===== config.mk =====
export PLATFORM = sky130hd
export DESIGN_NAME = am_profile_seq
export DESIGN_NICKNAME = d
export VERILOG_FILES = /design/src/rtl/am_profile_seq.sv
export SDC_FILE = /design/constraint.sdc
export NUM_CORES = 1
export LEC_CHECK = 0
export ABC_AREA = 1
export CAP_MARGIN = 20
export CORE_MARGIN = 5
export CORE_UTILIZATION = 35
export CTS_BUF_LIST = sky130_fd_sc_hd__clkbuf_2
export CTS_CLUSTER_DIAMETER = 80
export CTS_CLUSTER_SIZE = 25
export DETAILED_ROUTE_END_ITERATION = 7
export PLACE_DENSITY = 0.57
export SLEW_MARGIN = 10
export SYNTH_ARGS = -nofsm -noshare
export SYNTH_HDL_FRONTEND = slang
export SYNTH_SLANG_ARGS = --single-unit

===== constraint.sdc =====
create_clock -name clk -period 1.6 [get_ports clk]
set_input_delay 0.32 -clock clk [delete_from_list [all_inputs] [get_ports clk]]
set_output_delay 0.32 -clock clk [all_outputs]
set_load 0.02 [all_outputs]

===== src/rtl/am_profile_seq.sv =====
`default_nettype none
// ============================================================================
// Module      : am_profile_seq
// Description : Four-slot AM profile sequencer. Each slot holds a carrier
//               phase increment, a modulation depth and a dwell time. Once
//               started, the slots are played in order. Every slot change is
//               aligned to a rising edge of the carrier DDS MSB, so the
//               carrier never switches frequency mid-cycle.
//               Optional macro AM_SEQ_LOOP_EN: wrap from the last slot back
//               to slot 0 and keep running until stop. When the macro is not
//               defined, the sequencer halts after the last slot.
// Revision    : 1.0 - initial release
// ============================================================================
module am_profile_seq #(
    parameter int NPROF   = 4,
    parameter int DWELL_W = 16
) (
    input  logic                     clk,
    input  logic                     rst,
    input  logic                     cfg_we,
    input  logic [$clog2(NPROF)-1:0] cfg_addr,
    input  logic [31:0]              cfg_freq,
    input  logic [11:0]              cfg_ma,
    input  logic [DWELL_W-1:0]       cfg_dwell,
    input  logic                     start,
    input  logic                     stop,
    input  logic                     carrier_msb,
    output logic [31:0]              freq_word,
    output logic [11:0]              ma_out,
    output logic [$clog2(NPROF)-1:0] prof_idx,
    output logic                     upd_strobe,
    output logic                     busy,
    output logic                     cfg_err
);

    localparam int                 C_IDX_W   = $clog2(NPROF);
    localparam logic [11:0]        C_MA_MIN  = 12'd100;
    localparam logic [11:0]        C_MA_MAX  = 12'd1000;
    localparam logic [C_IDX_W-1:0] C_LAST    = C_IDX_W'(NPROF - 1);

    localparam logic [1:0] C_ST_IDLE = 2'd0;
    localparam logic [1:0] C_ST_WAIT = 2'd1;
    localparam logic [1:0] C_ST_RUN  = 2'd2;

    logic [1:0]         r_state;
    logic [1:0]         w_next_state;
    logic               r_msb;
    logic               w_sync;
    logic [DWELL_W-1:0] r_dwell_cnt;
    logic               w_start;
    logic               w_load;
    logic               w_run_tick;
    logic               w_cfg_ok;
    logic               w_cfg_rej;
    logic [11:0]        w_ma_clamp;
    logic [DWELL_W-1:0] w_dwell_wr;
    logic [C_IDX_W-1:0] w_idx_next;

    logic [31:0]        r_tbl_freq  [NPROF];
    logic [11:0]        r_tbl_ma    [NPROF];
    logic [DWELL_W-1:0] r_tbl_dwell [NPROF];

    // A sync event is a rising edge of the carrier MSB seen against the previous cycle.
    assign w_sync = ~r_msb & carrier_msb;

    // A zero dwell would never expire, so it is stored as the shortest legal dwell.
    assign w_dwell_wr = (cfg_dwell == '0) ? DWELL_W'(1) : cfg_dwell;

`ifdef AM_SEQ_LOOP_EN
    assign w_idx_next = (prof_idx == C_LAST) ? '0 : prof_idx + C_IDX_W'(1);
`else
    assign w_idx_next = (prof_idx == C_LAST) ? prof_idx : prof_idx + C_IDX_W'(1);
`endif

    // Keep the stored modulation depth inside the 10%..100% range.
    always_comb begin
        w_ma_clamp = cfg_ma;
        if (cfg_ma < C_MA_MIN) begin
            w_ma_clamp = C_MA_MIN;
        end else if (cfg_ma > C_MA_MAX) begin
            w_ma_clamp = C_MA_MAX;
        end
    end

    // State register.
    always_ff @(posedge clk or negedge rst) begin
        if (!rst) begin
            r_state <= C_ST_IDLE;
        end else begin
            r_state <= w_next_state;
        end
    end

    // Next-state logic; stop overrides every other request.
    always_comb begin
        w_next_state = r_state;
        if (stop) begin
            w_next_state = C_ST_IDLE;
        end else begin
            case (r_state)
                C_ST_IDLE: if (start)  w_next_state = C_ST_WAIT;
                C_ST_WAIT: if (w_sync) w_next_state = C_ST_RUN;
                C_ST_RUN: begin
                    if (r_dwell_cnt == DWELL_W'(1)) begin
`ifdef AM_SEQ_LOOP_EN
                        w_next_state = C_ST_WAIT;
`else
                        w_next_state = (prof_idx == C_LAST) ? C_ST_IDLE : C_ST_WAIT;
`endif
                    end
                end
                default: w_next_state = C_ST_IDLE;
            endcase
        end
    end

    // State-decoded controls for the datapath and the busy flag.
    always_comb begin
        busy       = (r_state != C_ST_IDLE);
        w_start    = (r_state == C_ST_IDLE) && start && !stop;
        w_load     = (r_state == C_ST_WAIT) && w_sync && !stop;
        w_run_tick = (r_state == C_ST_RUN) && !stop;
        w_cfg_ok   = cfg_we && (r_state == C_ST_IDLE);
        w_cfg_rej  = cfg_we && (r_state != C_ST_IDLE);
    end

    // Profile table; writes are only honoured while idle.
    always_ff @(posedge clk or negedge rst) begin
        if (!rst) begin
            for (int i = 0; i < NPROF; i++) begin
                r_tbl_freq[i]  <= '0;
                r_tbl_ma[i]    <= C_MA_MAX;
                r_tbl_dwell[i] <= DWELL_W'(1);
            end
        end else begin
            for (int i = 0; i < NPROF; i++) begin
                if (w_cfg_ok && (cfg_addr == C_IDX_W'(i))) begin
                    r_tbl_freq[i]  <= cfg_freq;
                    r_tbl_ma[i]    <= w_ma_clamp;
                    r_tbl_dwell[i] <= w_dwell_wr;
                end
            end
        end
    end

    // Output registers, dwell counter and carrier-MSB history.
    always_ff @(posedge clk or negedge rst) begin
        if (!rst) begin
            freq_word   <= '0;
            ma_out      <= C_MA_MAX;
            prof_idx    <= '0;
            upd_strobe  <= 1'b0;
            cfg_err     <= 1'b0;
            r_dwell_cnt <= '0;
            r_msb       <= 1'b0;
        end else begin
            r_msb      <= carrier_msb;
            upd_strobe <= w_load;
            cfg_err    <= w_cfg_rej;
            if (w_start) begin
                prof_idx <= '0;
            end
            if (w_load) begin
                freq_word   <= r_tbl_freq[prof_idx];
                ma_out      <= r_tbl_ma[prof_idx];
                r_dwell_cnt <= r_tbl_dwell[prof_idx];
            end else if (w_run_tick) begin
                r_dwell_cnt <= r_dwell_cnt - DWELL_W'(1);
                if (r_dwell_cnt == DWELL_W'(1)) begin
                    prof_idx <= w_idx_next;
                end
            end
        end
    end

endmodule
`default_nettype wire


# Yosys cells after proc, flatten, opt, wreduce, memory -nomap -nowiden
# Index checks and enable logic that the tools add are counted.
# word_totals
reg_bits	307
latch_bits	0
ram_bits	0
romBits	0
in_bits	68
output_inout_bits	49
wordCells	82
memories	0
# classes
add_sub_neg	2
n_mul	0
div	0
order_cmp	3
n_eq_ne	11
shifts	0
mux	25
n_bitwise	3
reduce_logical	18
# op_table
op	n
$mux 16	5
$bmux 32 s2	1
$mux 32	2
$mux 12	4
$bmux 16 s2	1
$bmux 12 s2	1
$mux 2	9
$eq 16x1->1 const B	1
$logic_not 16->1	1
$sub 16x1->16 const B	1
$gt 12x10->1 const B	1
$lt 12x7->1 const B	1
$logic_and 1x1->1	11
$ne 3x3->1 const B	3
$eq 2x2->1 const B	4
$pmux 2 s3	1
$eq 2x1->1 const B	2
$logic_not 2->1	2
$ne 4x4->1 const B	1
$reduce_bool 2->1	2
$ge 3x3->1 const B	1
$not 2->3	1
$reduce_and 3->1	1
$add 2x1->2 const B	1
4 further kinds	4

# Longest topological paths before layout
# Gate-level depths: netlist of the first run.
# depth
word_depth	7
ltp_mapped	10
depth_no_buf	10

# Worst setup path after synthesis of the first run
# Ideal clock, no wire load.
# synth_path
path_type	reg2reg
from	register prof_idx[0]
to	register r_dwell_cnt[0]
setup_time_ps	87
t_arrival_ps	1458
required_ps	1513
setup_slack_ps	55
path_stages_with_launch	8
path_buffers	3
synth_period_minus_slack_ps	1545
path_cell_list	dfrtp_1 -> buf_2 -> clkbuf_1 -> clkbuf_1 -> nand2_1 -> nand3_1 -> nand3_1 -> o211ai_1
# synth_via
elab_chain_len	5
# synth_lines
item	line	rtl
start: declaration	30	output logic [$clog2(NPROF)-1:0] prof_idx,
start signal: assignment	170	prof_idx <= w_idx_next;
$not 2->3 (implied by the code)	166	r_dwell_cnt <= r_tbl_dwell[prof_idx];
$bmux 16 s2	166	
$mux 16 (implied by the code) (2 in a row)	166	
$mux 16	163	if (w_load) begin
end signal: assignment	166	
end signal: assignment	168	r_dwell_cnt <= r_dwell_cnt - DWELL_W'(1);
end: declaration	49	logic [DWELL_W-1:0] r_dwell_cnt;
# No other way between the ends. The select of a mux whose other input is x is not followed.
# A chain may end at the register's enable or synchronous reset.

# Final worst setup path of the first run
# layout_path
from	register r_state[0]
to	register r_tbl_dwell[56] (netlist bit)
# layout_via
elab_chain_len	3
# layout_lines
item	line	rtl
start: declaration	45	logic [1:0] r_state;
start signal: assignment	90	r_state <= w_next_state;
$logic_not 2->1	123	w_cfg_ok = cfg_we && (r_state == C_ST_IDLE);
$logic_and 1x1->1	123	
$logic_and 1x1->1	137	if (w_cfg_ok && (cfg_addr == C_IDX_W'(i))) begin
end signal: indexed assignment	140	r_tbl_dwell[i] <= w_dwell_wr;
end: declaration	61	logic [DWELL_W-1:0] r_tbl_dwell [NPROF];
# No other way between the ends.

==> results of run 1 <==
## worst min path at each step
stage | startpoint | to | slack [ns] | cells past startpoint
floorplan | rst | cfg_err | 0.02 | 0
global placement | rst | r_tbl_freq[104] | 0.21 | 1
detailed placement | rst | r_tbl_freq[8] | 0.22 | 1
CTS | cfg_ma[8] | r_tbl_ma[20] | 0.009 | 4
global route | cfg_dwell[11] | r_tbl_dwell[43] | 0.002 | 3
finish | cfg_ma[0] | r_tbl_ma[0] | 0.08 | 4
## layout by cell type (no fill, tap or decap), drive strengths merged, types with 5 or more instances in the layout
cell             n
dfrtp          273
clkbuf          65
clkinv           7
inv            148
nand2          383
buf            225
a31oi           49
clkdlybuf4s50   66
nor3             5
dfstp           34
nor2           232
o211ai          27
dlygate4sd3     48
nand4           19
a21oi           24
o21ai          304
nand3           45
## worst max-delay path: cells and delay by family (launching register included)
| family | cells | cell delay, ns |
|---|---|---|
| AND/OR/NAND/NOR | 4 | 0.47 |
| flip-flops | 1 | 0.49 |
| AO/OA/AOI/OAI | 1 | 0.05 |
| buffers and inverters | 7 | 0.98 |
## metal layers
| layer | part of all wire | track usage | wire length [um] |
|---|---|---|---|
| met5 | 0.00053 | 0 | 26 |
| met4 | 0.017 | 0.0304 | 838 |
| met3 | 0.056 | 0.0226 | 2740 |
| met2 | 0.48 | 0.283 | 23300 |
| met1 | 0.45 | 0.252 | 22100 |
## logic make-up after synthesis
kind of cell / count (synthesis) / share of synthesized area
and+or+nand+nor: 685 / 0.200
DFF: 307 / 0.562
adders and majority gates: 3 / 0.00273
buffers and inverters: 245 / 0.0769
AOI/OAI and AO/OA: 408 / 0.159
## repair_timing
| item | 4_1_cts | 5_1_grt |
|---|---|---|
| endpoints found under the setup margin | 63 | 289 |
| buffers inserted | 17 | 42 |
| hold buffers | 49 | 0 |
| hold endpoints to repair | 462 | 0 |
| pin swaps | 3 | 25 |
| gates resized for setup | 340 | 407 |
| cloned | 4 | 61 |
## power breakdown
| group | leakage, nW | switching (mW) | internal (mW) | total, mW |
|---|---|---|---|---|
| sequential | 3.76 | 1.44 | 9.88 | 11.3 |
| combinational | 5.42 | 3.41 | 3.29 | 6.70 |
| clock | 0.165 | 2.86 | 0.625 | 3.48 |
| total | 9.34 | 7.70 | 13.8 | 21.5 |
## registers in the layout, indices dropped and copies added, names as in the netlist
signal	count
r_state	2
ma_out	12
cfg_err	1
r_dwell_cnt	16
prof_idx	2
r_msb	1
r_tbl_freq	128
r_tbl_ma	48
freq_word	32
upd_strobe	1
r_tbl_dwell	64
## stage by stage
step / instances / power (mW) / setup TNS (ns) / util
2_1_floorplan: 1648 / 14.0 / 0 / -
3_3_place_gp: 2274 / 16.2 / -53.75 / 0.416
3_5_place_dp: 2274 / 16.4 / -56.06 / 0.416
4_1_cts: 2379 / 20.4 / -22.70 / 0.445
5_1_grt: 2484 / 22.8 / -115.70 / 0.520
6_report: 2484 / 21.5 / -85.85 / 0.520
## layout make-up
cell class / count / area, sq um / area share
timing repair inverter: 1 / 11.3 / 0.000559
sequential: 307 / 7730 / 0.384
antenna: 2 / 5.00 / 0.000249
timing repair buffer: 382 / 5060 / 0.251
clock buffer: 23 / 115 / 0.00572
tap: 518 / 648 / 0.0322
inverter: 142 / 584 / 0.0290
multi-input combinational: 1096 / 5840 / 0.290
clock inverter: 13 / 141 / 0.00702
==> run metrics, run 1 <==
Post-Route Skew approximately 0.059 ns; ranking of synthesized cells by area sky130_fd_sc_hd__dfrtp_1 50%, sky130_fd_sc_hd__nand2_1 10%, sky130_fd_sc_hd__o21ai_0 7.4%, sky130_fd_sc_hd__dfstp_2 6.5%, sky130_fd_sc_hd__nor2_1 6.3%; Setup Viol. Count Final between 200 and 300; clock edge transition at the registers on the reported setup and hold paths between 0.3 and 0.4 ns; maximum capacitance violations 0; clock tree from TritonCTS yes; crit path to r_tbl_dwell[56]; Placed Area 16100 sq um; boundary pin count between 100 and 150; count of buffers from port buffering 116; fin crit period around 2.1 ns; CTS Root Cell sky130_fd_sc_hd__clkbuf_2; post-layout net count approximately 2000; final design instance area without fill 20100 sq um; worst setup path startpoint r_state[0]; launching element type of the critical path flop; number of nets with antenna violations after detailed routing 0; list of most frequent post-synthesis cells 382 x sky130_fd_sc_hd__nand2_1, 273 x sky130_fd_sc_hd__dfrtp_1, 230 x sky130_fd_sc_hd__nor2_1, 204 x sky130_fd_sc_hd__o21ai_0, 134 x sky130_fd_sc_hd__inv_1; class of the most critical setup path flop to flop; type of destination of the critical path flop; Residual DRC 0; routed length per instance between 15 and 20 um; Max IR drop VDD approximately 600 uV; final worst path period share 1.30; gate count after technology mapping about 1600; Core Footprint approximately 39000 sq um; total half-perimeter wirelength after legalization and detailed placement 24400 um; Required @ worst endpoint around 2.4 ns; area share of the largest cell type after synthesis 0.497; final hold viol count 0; maximum fanout along the worst path 8; syn nets between 1500 and 2000; final wirelength 49000 um; Avg Synthesized Cell Area 8.34 sq um; transition time at the pin with the least slew margin 0.434 ns; cell with the largest stage delay on the worst path sky130_fd_sc_hd__dfrtp_1; maximum achievable frequency roughly 480 MHz; post-synth top area cell sky130_fd_sc_hd__dfrtp_1; violated checks negative setup slack; run status complete, but fails checks; most frequent cell after synthesis sky130_fd_sc_hd__nand2_1; biggest cell delay along the critical path slightly below 0.5 ns; reported leakage power around 9.3 nW; number of buffers added by the clock tree synthesis step 21; area growth from synthesis to layout 46.4%; standard-cell row count 72; fill cell total of the finished layout 3593; gr ovfl total 0; Pwr per Cell Area 1070 nW/um^2; crit path cell chain nor2_4, buf_6, buf_6, buf_6, nand2_8, buf_6, nor3_4, clkinv_4, buf_12, clkbuf_16, nand2_4, o21ai_2; post-synth cell types 30; Worst path most repeated cell sky130_fd_sc_hd__buf_6; number of DRC markers after the initial detailed-route iteration 1192; synthesized cell area between 10000 and 15000 sq um; classification of the worst-slack hold path input pin to flop; Final Max Tran Viols 0; Reg2Reg Launch Point r_state[0]; H-tree depth 1; global-route wire length before repair between 60000 and 70000 um; number of warnings reported in the yosys synthesis log 0; die extent in x 208 um; number of global-route vias before repair roughly 12000; register area share after synthesis 0.562; floorplan die height 208 um; arrival time of data at the critical path endpoint a little under 3 ns; clock network latency to the later pin of the worst-skew pair between 0.9 and 1 ns; share of synthesized flip-flops with an asynchronous set or reset 1.00; final-layout worst hold slack 0.0818 ns; total global-route track usage 0.173; initial antenna violation count 4; layout cells sized above 1 0.282; pin count of the biggest net entering global routing 78; Top FF cell, synth sky130_fd_sc_hd__dfrtp_1; Initial Util 0.355; via total after detailed routing approximately 13000; number of enable-type register cells in the synthesized netlist 0; routability-driven placement congestion ratio 0.823; die outline area 43400 sq um; slack of the worst reg-to-reg path -0.48 ns; endpoint of the worst-slack reg-to-reg timing path r_tbl_dwell[56]; final worst slack -0.481 ns; Relative slew margins 0.711; RSZ-0062 raised after global routing yes; ratio of routed vias to standard cells approximately 5; pre-CTS worst setup slack -0.319 ns; number of iterations in the first detailed-routing pass 5; number of storage elements in the synthesis netlist 307; maximum buffer depth of the clock tree 3; CTS sink cnt 307; path depth of the worst reg2reg path 12
Power figures use the tool's default switching activity.
==> run 2, diff against run 1 <==
--- a/config.mk
+++ b/config.mk
@@ -9,7 +9,7 @@
 export CAP_MARGIN = 20
 export CORE_MARGIN = 5
 export CORE_UTILIZATION = 35
-export CTS_BUF_LIST = sky130_fd_sc_hd__clkbuf_2
+export CTS_BUF_LIST = sky130_fd_sc_hd__clkbuf_8 sky130_fd_sc_hd__clkbuf_16
 export CTS_CLUSTER_DIAMETER = 80
 export CTS_CLUSTER_SIZE = 25
 export DETAILED_ROUTE_END_ITERATION = 7
==> run 2 against run 1 <==
Die area unchanged. The run still ends with negative setup slack left. Clock-buffer cell count unchanged. Fmax up 30%. First-iteration DRC count down 25%.
==> run metrics, run 2 (synthesized netlist as in run 1, its figures left out) <==
arrival time of data at the critical path endpoint 2.05 ns; classification of the worst-slack hold path input pin to async pin; die extent in x 208 um; number of nets with antenna violations after detailed routing 0; final cell utilization of the core 0.446; final worst path period share 1.00; transition time at the pin with the least slew margin between 0.3 and 0.4 ns; biggest cell delay along the critical path approximately 0.41 ns; global-route wire length before repair 61300 um; maximum fanout along the worst path 9; cell with the largest stage delay on the worst path sky130_fd_sc_hd__dfrtp_1; post-route total power about 22 mW; final-layout worst hold slack 0.259 ns; Setup Viol. Count Final 1; standard-cell row count around 70; gr ovfl total 0; routability-driven placement congestion ratio roughly 0.82; pin count of the biggest net entering global routing 78; type of destination of the critical path flop; launching element type of the critical path flop; Reg with most FFs r_tbl_freq; maximum buffer depth of the clock tree 3; Relative slew margins 0.752; ratio of routed vias to standard cells 4.97; final hold viol count 0; Core Footprint between 30000 and 40000 sq um; number of iterations in the first detailed-routing pass 5; die outline area 43400 sq um; boundary pin count between 100 and 150; commonest non-fill, non-tap cell in the layout sky130_fd_sc_hd__nand2_1; Post-Place Cells about 2300; H-tree depth 1; total half-perimeter wirelength after legalization and detailed placement 24400 um; clock tree from TritonCTS yes; number of buffers added by the clock tree synthesis step 21; maximum achievable frequency between 600 and 700 MHz; total global-route track usage 0.169; Initial Util 0.355; Largest register FFs 128; leading cell types in the layout, fill and taps excluded 363 x sky130_fd_sc_hd__nand2_1, 271 x sky130_fd_sc_hd__dfrtp_1, 226 x sky130_fd_sc_hd__nor2_1; reported leakage power 8.03 nW; CTS sink cnt roughly 310; via total after detailed routing 11600; number of global-route vias before repair about 11000; post-layout instance count excluding filler cells 2329; CTS Root Cell sky130_fd_sc_hd__clkbuf_16; final design instance area without fill 17300 sq um; final wirelength 40100 um; number of DRC markers after the initial detailed-route iteration approximately 900; Pwr per Cell Area about 1300 nW/um^2; clock edge transition at the registers on the reported setup and hold paths around 0.10 ns; count of buffers from port buffering 116; routed length per instance 17.2 um; floorplan die height 208 um; final worst slack -0.00597 ns; fin crit period ~1.6 ns; Post-Route Skew ~0.018 ns; biggest regs r_tbl_freq (128), r_tbl_dwell (64), r_tbl_ma (48); Residual DRC 0; Max IR drop VDD 786 uV; slack of the worst reg-to-reg path -0.006 ns; clock network latency to the later pin of the worst-skew pair 0.53 ns; pre-CTS worst setup slack -0.319 ns; fill cell total of the finished layout slightly below 4000; area growth from synthesis to layout 25.5%; Sum Neg Setup Slack -0.00597 ns; initial antenna violation count 1; layout cells sized above 1 0.141; violated checks negative setup slack; crit path cell chain nor2_4, buf_6, nand2_8, nor3_4, buf_8, clkbuf_16, nand2_2, o21ai_1; run status complete, but fails checks; Required @ worst endpoint about 2.0 ns; class of the most critical setup path flop to flop; Placed Area roughly 16000 sq um; maximum capacitance violations 0; RSZ-0062 raised after global routing yes; post-layout net count around 1900; Final Max Tran Viols 0
[run 2: cell types whose count changed in the layout (fill, tap and decap cells not counted), sizes merged, moves of 5 or more]
| cell | previous run | this run |
|---|---|---|
| clkbuf | 65 | 38 |
| dlygate4sd3 | 48 | 1 |
| dlygate4sd2 | 0 | 8 |
| inv | 148 | 153 |
| clkdlybuf4s15 | 0 | 24 |
| buf | 225 | 114 |
| clkinv | 7 | 2 |
[run 2: worst paths after layout]
path | from | end | depth (start not counted)
setup / recovery | r_state[0] | r_tbl_ma[6] | 8
hold / removal | rst | r_tbl_freq[113] | 2
setup reg to reg | r_state[0] | r_tbl_ma[6] | 8
hold reg to reg | r_tbl_ma[44] | r_tbl_ma[44] | 2
max in group asynchronous | rst | r_tbl_dwell[16] | 3
min in group clk | carrier_msb | r_msb | 1
[run 2: area by class of cell]
type                    count  area [sq um]  area share
flip-flops and latches    307          7730       0.448
repair buffers            229          2540       0.147
clock inverters            13           141     0.00819
diodes                      1          2.50    0.000145
well taps                 518           648      0.0375
inverters                 142           544      0.0315
clock buffers              23           553      0.0320
multi-input cells        1096          5100       0.296
[run 2: repair_timing]
action | 4_1_cts | 5_1_grt
gates resized for setup | 112 | 96
setup buffers | 5 | 0
pin swaps | 1 | 4
cloned | 1 | 11
setup endpoints to repair | 55 | 132
endpoints found under the hold margin | 93 | 0
hold buffers | 1 | 0
[run 2: report_power, final]
part           internal [mW]  switching [mW]
registers               9.87            1.18
clock network           2.68            3.03
logic                   2.15            2.95
[run 2: worst max-delay path, delay by kind of cell (launching register included)]
kind	cells	cell delay, ns
buf+inv	3	0.53
simple gates	4	0.48
flops	1	0.41
compound gates	1	0.09
[run 2: routing by layer]
metal / track usage / vias up / share of wire
li1: - / 5646 / -
met1: 0.245 / 5615 / 0.46
met2: 0.278 / 270 / 0.47
met3: 0.0224 / 36 / 0.048
met4: 0.0281 / 2 / 0.014
met5: 0 / - / 0.00030
